==> src/rtl/pwm_val_loader.sv <==
// pwm_val_loader: double-buffered PWM limit loader.
// Commands write shadow registers in the clkCore domain. A synchronized rising
// edge of clkZ commits all shadows to the active outputs in a single cycle, so
// the downstream PWM generator never sees a half-updated A/B/en set.
module pwm_val_loader #(
  parameter int unsigned W           = 7,
  parameter int unsigned SYNC_STAGES = 2
) (
  input  logic           clkCore,
  input  logic           reset,
  input  logic           clkZ,
  input  logic           cmd_valid,
  input  logic [2*W+1:0] cmd_data,
  output logic           cmd_ready,
  output logic [W-1:0]   A_val,
  output logic [W-1:0]   B_val,
  output logic           en,
  output logic           pending,
  output logic           err
);

  localparam logic [1:0] StIdle   = 2'd0;
  localparam logic [1:0] StArmed  = 2'd1;
  localparam logic [1:0] StCommit = 2'd2;

  localparam logic [1:0] OpLoadA    = 2'b00;
  localparam logic [1:0] OpLoadB    = 2'b01;
  localparam logic [1:0] OpLoadBoth = 2'b10;

  // Limits of 0 or 1 cannot produce a usable PWM period.
  localparam logic [W-1:0] FieldMin = W'(2);

  logic [1:0]             state_q, state_d;
  logic [SYNC_STAGES-1:0] sync_q;
  logic                   z_prev_q;
  logic                   z_rise;
  logic                   rdy_q;
  logic [W-1:0]           shadow_a_q, shadow_b_q;
  logic [W-1:0]           a_val_q, b_val_q;
  logic                   en_req_q, en_q;
  logic                   pending_q, pending_d;
  logic                   err_q;

  logic [1:0]             opcode;
  logic [W-1:0]           fld_a, fld_b;
  logic                   accept, wr_a, wr_b, wr_en, reject, commit;

  assign opcode = cmd_data[2*W+1:2*W];
  assign fld_b  = cmd_data[2*W-1:W];
  assign fld_a  = cmd_data[W-1:0];

  assign cmd_ready = rdy_q & (state_q != StCommit);
  assign accept    = cmd_valid & cmd_ready;
  assign z_rise    = sync_q[SYNC_STAGES-1] & ~z_prev_q;
  // Copy happens on the edge entering COMMIT, so a command accepted on that
  // same edge lands in the shadows after the old values have been taken.
  assign commit    = (state_q == StArmed) & z_rise;

  // Decode an accepted command into shadow writes or a rejection.
  always_comb begin
    wr_a   = 1'b0;
    wr_b   = 1'b0;
    wr_en  = 1'b0;
    reject = 1'b0;
    if (accept) begin
      case (opcode)
        OpLoadA: begin
          if (fld_a >= FieldMin) wr_a = 1'b1;
          else                   reject = 1'b1;
        end
        OpLoadB: begin
          if (fld_b >= FieldMin) wr_b = 1'b1;
          else                   reject = 1'b1;
        end
        OpLoadBoth: begin
          if ((fld_a >= FieldMin) && (fld_b >= FieldMin)) begin
            wr_a = 1'b1;
            wr_b = 1'b1;
          end else begin
            reject = 1'b1;
          end
        end
        default: wr_en = 1'b1;
      endcase
    end
  end

  // Pending is set by any good command, which wins over the commit clear.
  always_comb begin
    pending_d = pending_q;
    if (wr_a || wr_b || wr_en) pending_d = 1'b1;
    else if (commit)           pending_d = 1'b0;
  end

  // Commit sequencing: wait for pending, then for a clkZ edge.
  always_comb begin
    state_d = state_q;
    case (state_q)
      StIdle:   if (pending_q) state_d = StArmed;
      StArmed:  if (z_rise)    state_d = StCommit;
      StCommit: state_d = StIdle;
      default:  state_d = StIdle;
    endcase
  end

  // clkZ synchronizer and previous-value flop for rise detection.
  always_ff @(posedge clkCore or negedge reset) begin
    if (!reset) begin
      sync_q   <= '0;
      z_prev_q <= 1'b0;
    end else begin
      sync_q   <= {sync_q[SYNC_STAGES-2:0], clkZ};
      z_prev_q <= sync_q[SYNC_STAGES-1];
    end
  end

  // FSM state, ready-after-reset flag, pending and sticky error.
  always_ff @(posedge clkCore or negedge reset) begin
    if (!reset) begin
      state_q   <= StIdle;
      rdy_q     <= 1'b0;
      pending_q <= 1'b0;
      err_q     <= 1'b0;
    end else begin
      state_q   <= state_d;
      rdy_q     <= 1'b1;
      pending_q <= pending_d;
      if (reject) err_q <= 1'b1;
    end
  end

  // Shadow registers written by accepted commands.
  always_ff @(posedge clkCore or negedge reset) begin
    if (!reset) begin
      shadow_a_q <= '1;
      shadow_b_q <= '1;
      en_req_q   <= 1'b0;
    end else begin
      if (wr_a)  shadow_a_q <= fld_a;
      if (wr_b)  shadow_b_q <= fld_b;
      if (wr_en) en_req_q   <= cmd_data[0];
    end
  end

  // Active outputs, updated together only on commit.
  always_ff @(posedge clkCore or negedge reset) begin
    if (!reset) begin
      a_val_q <= '1;
      b_val_q <= '1;
      en_q    <= 1'b0;
    end else if (commit) begin
      a_val_q <= shadow_a_q;
      b_val_q <= shadow_b_q;
      en_q    <= en_req_q;
    end
  end

  assign A_val   = a_val_q;
  assign B_val   = b_val_q;
  assign en      = en_q;
  assign pending = pending_q;
  assign err     = err_q;

endmodule

==> config.mk <==
export PLATFORM = sky130hd
export DESIGN_NAME = pwm_val_loader
export DESIGN_NICKNAME = d
export VERILOG_FILES = /design/src/rtl/pwm_val_loader.sv
export SDC_FILE = /design/constraint.sdc
export NUM_CORES = 1
export LEC_CHECK = 0
export CAP_MARGIN = 25
export CORE_UTILIZATION = 52
export CTS_CLUSTER_DIAMETER = 150
export DETAILED_ROUTE_END_ITERATION = 7
export PLACE_DENSITY_LB_ADDON = 0.2
export SYNTH_ARGS = -nofsm -noshare
export SYNTH_HDL_FRONTEND = slang
export SYNTH_SLANG_ARGS = --single-unit
==> constraint.sdc <==
create_clock -name clkCore -period 4.5 [get_ports clkCore]
set_input_delay 0.45 -clock clkCore [delete_from_list [all_inputs] [get_ports clkCore]]
set_output_delay 0.45 -clock clkCore [all_outputs]
set_load 0.01 [all_outputs]
==> results_dict.tcl <==
set metrics [dict create \
    areaGrowthSynthToFinish_pct 29.16 \
    drt_pass1_iterations 6 \
    crit_type "reg2out" \
    period_share 0.4415 \
    ff2ff_setup_slack_ns 2.80 \
    synth_nets 130 \
    fin_skew_ns 0.01016 \
    timing.fmax_ghz 0.5033 \
    ios 38 \
    maxCapViolCount 0 \
    ys_seq_area_frac 0.6048 \
    fin_nets 172 \
    max-clock-path-buffers 2 \
    power.leakage_nw 0.8592 \
    yosysWarnings 0 \
    rsz0062_at_grt "no" \
    hold_class "in2async" \
    via_per_inst 5.352 \
    crit_path_max_fanout 4 \
    grt_pass1_vias 1003 \
    syn_area_um2 1630 \
    port-buffer-count 37 \
    coreArea_um2 2853 \
    register_area_um2 985.9 \
    r2r_start "state_q[1]$_DFFE_PN0P_" \
    grt_pass1_wl_mm 4.767 \
    r2r_cells 3 \
    reg2reg_to "en$_DFFE_PN0P_" \
    final_util 0.7382 \
    violations "DRC" \
    tns_ns 0 \
    power_density_nw_per_um2 536.8 \
    setup_violations 0 \
    cts_root_buffer "clkbuf_4" \
    vias 958 \
    end_kind "primary output" \
    worstPathRequired_ns 4.05 \
    multi_input_area_um2 625.6 \
    finalHoldViolCount 0 \
    grt_use_total 0.1972 \
    synth_seq_cells 38 \
    dieArea_um2 3363 \
    initial_core_util 0.5715 \
    hpwl_mm 2.096 \
    layout-drive-gt1-share 0.4932 \
    final_antenna_net_count 0 \
    nFillCells 197 \
    ir_drop_uv 394.0 \
    grt_max_degree 39 \
    grt_antenna_before_repair 0 \
    worst_path_max_delay_cell "clkdlybuf4s50_1" \
    synth.avg_cell_area_um2 15.53 \
    cts_tree "yes" \
    post_cts_buffers 0 \
    outcome "finished with violations" \
    cts_sinks 38 \
    cts_max_level 2 \
    fp.dieW_um 58.00 \
    antenna_cells 0 \
    tightest_slew_ns 0.8170 \
    fp.dieH_um 58.00 \
    slew_viol_final 0 \
    wl_per_cell_um 15.62 \
    cts_buffers 5 \
    clk_latency_ns 0.35 \
    relSlewSlack 0.4554 \
    critPathArrivalTime_ns 1.54 \
    grt_overflow 0 \
    placementRows 19 \
    hold_ws_ns 0.1923 \
    ctsResizeCount 0 \
    finalPower_w 0.001130 \
    path_clk_slew_ns 0.10 \
    holdBufCountCts 0 \
    drc 2 \
    gp_congestion 0.8411 \
    path_cells "nand2b_1 -> and2_1 -> clkdlybuf4s50_1" \
    synth.distinct_cells 23 \
    critical-path-max-stage-delay_ns 0.47 \
    syn_inst 105 \
    setup.worst_path.start_class "flip-flop" \
    wl_mm 2.796 \
    dr.first_iter.drc_count 28 \
    fin_crit_ns 1.987 \
]
[logic make-up after synthesis]
family / synth area share
AO/OA/AOI/OAI: 0.06141
adder cells (fa/ha/maj): 0.03837
buffers and inverters: 0.02072
flip-flops: 0.6048
multiplexers: 0.2072
other: 0.002300
AND/OR/NAND/NOR: 0.06524
[routing by layer]
metal / GRT usage / vias up / routed length, um
met5: 0 / - / 0
met4: 0.1122 / 0 / 65
met3: 0.05134 / 7 / 135
met2: 0.3038 / 24 / 1357
met1: 0.2541 / 471 / 1238
li1: - / 456 / -
[power breakdown]
part / leakage [nW] / internal (W) / switching, W
Clock: 0.0353 / 0.0000757 / 0.000108
Sequential: 0.414 / 0.000526 / 0.0000603
Combinational: 0.410 / 0.000235 / 0.000125
Total: 0.859 / 0.000837 / 0.000294
[registers in the layout, indices dropped and copies added, names as in the netlist]
name        count
err             1
sync_q          2
A_val           7
en              1
B_val           7
shadow_b_q      7
state_q         2
z_prev_q        1
shadow_a_q      7
rdy_q           1
en_req_q        1
pending         1
[critical path, delay by kind of cell (launching register included)]
family	cells	cell delay, ns
buffers and inverters	1	0.47
flip-flops	1	0.42
AND/OR/NAND/NOR	2	0.31
[cell usage in the layout (no fill, tap or decap), types with 2 or more instances in the layout]
| cell | instances |
|---|---|
| clkbuf_4 | 5 |
| clkdlybuf4s50_1 | 36 |
| dfrtp_1 | 10 |
| dfstp_2 | 28 |
| ha_1 | 5 |
| inv_1 | 5 |
| mux2_2 | 30 |
| nand2_1 | 5 |
| nor2_1 | 3 |
| nor4_4 | 2 |
[synthesized netlist by cell type (all sizes together)]
master    n  share of area
o211ai    1          0.013
a31oi     1         0.0038
a41o      1         0.0061
dfstp    28           0.45
nand2b    1         0.0038
nor4      2          0.026
dfrtp    10           0.15
nor2      3         0.0069
nand2     5          0.012
ha        5          0.038
and2      1         0.0038
buf       3         0.0092
o2111ai   2          0.021
nor4bb    1         0.0061
inv       5          0.012
and3      1         0.0038
a311oi    1         0.0054
mux2     30           0.21
conb      1         0.0023
a21boi    2          0.012
nand3     1         0.0031
[how the worst max path moves through the flow]
stage	startpoint	endpoint	slack (ns)	cells past startpoint
floorplan	cmd_data[1]	shadow_b_q[0]$_DFFE_PN1P_	2.91	4
global placement	cmd_data[14]	shadow_b_q[2]$_DFFE_PN1P_	2.28	6
detailed placement	cmd_data[14]	shadow_b_q[5]$_DFFE_PN1P_	2.22	6
CTS	state_q[0]$_DFFE_PN0P_	cmd_ready	2.49	3
global route	state_q[0]$_DFFE_PN0P_	cmd_ready	2.45	3
finish	state_q[0]$_DFFE_PN0P_	cmd_ready	2.51	3
[through the flow]
stage	setup slack, ns	std cells	instance area [um^2]
6_report	2.513	179	2106
5_1_grt	2.448	179	2106
4_1_cts	2.494	179	2106
3_5_place_dp	2.217	171	2046
3_3_place_gp	2.280	170	2034
2_1_floorplan	2.914	105	1630
[area by class of cell]
type / count / share of cell area
Sequential cell: 38 / 0.4682
Multi-Input combinational cell: 59 / 0.2971
Timing Repair Buffer: 38 / 0.1788
Clock buffer: 7 / 0.02614
Tap cell: 31 / 0.01842
Inverter: 5 / 0.008913
Clock inverter: 1 / 0.002377
Note: power is estimated with default switching activity, not from simulation.
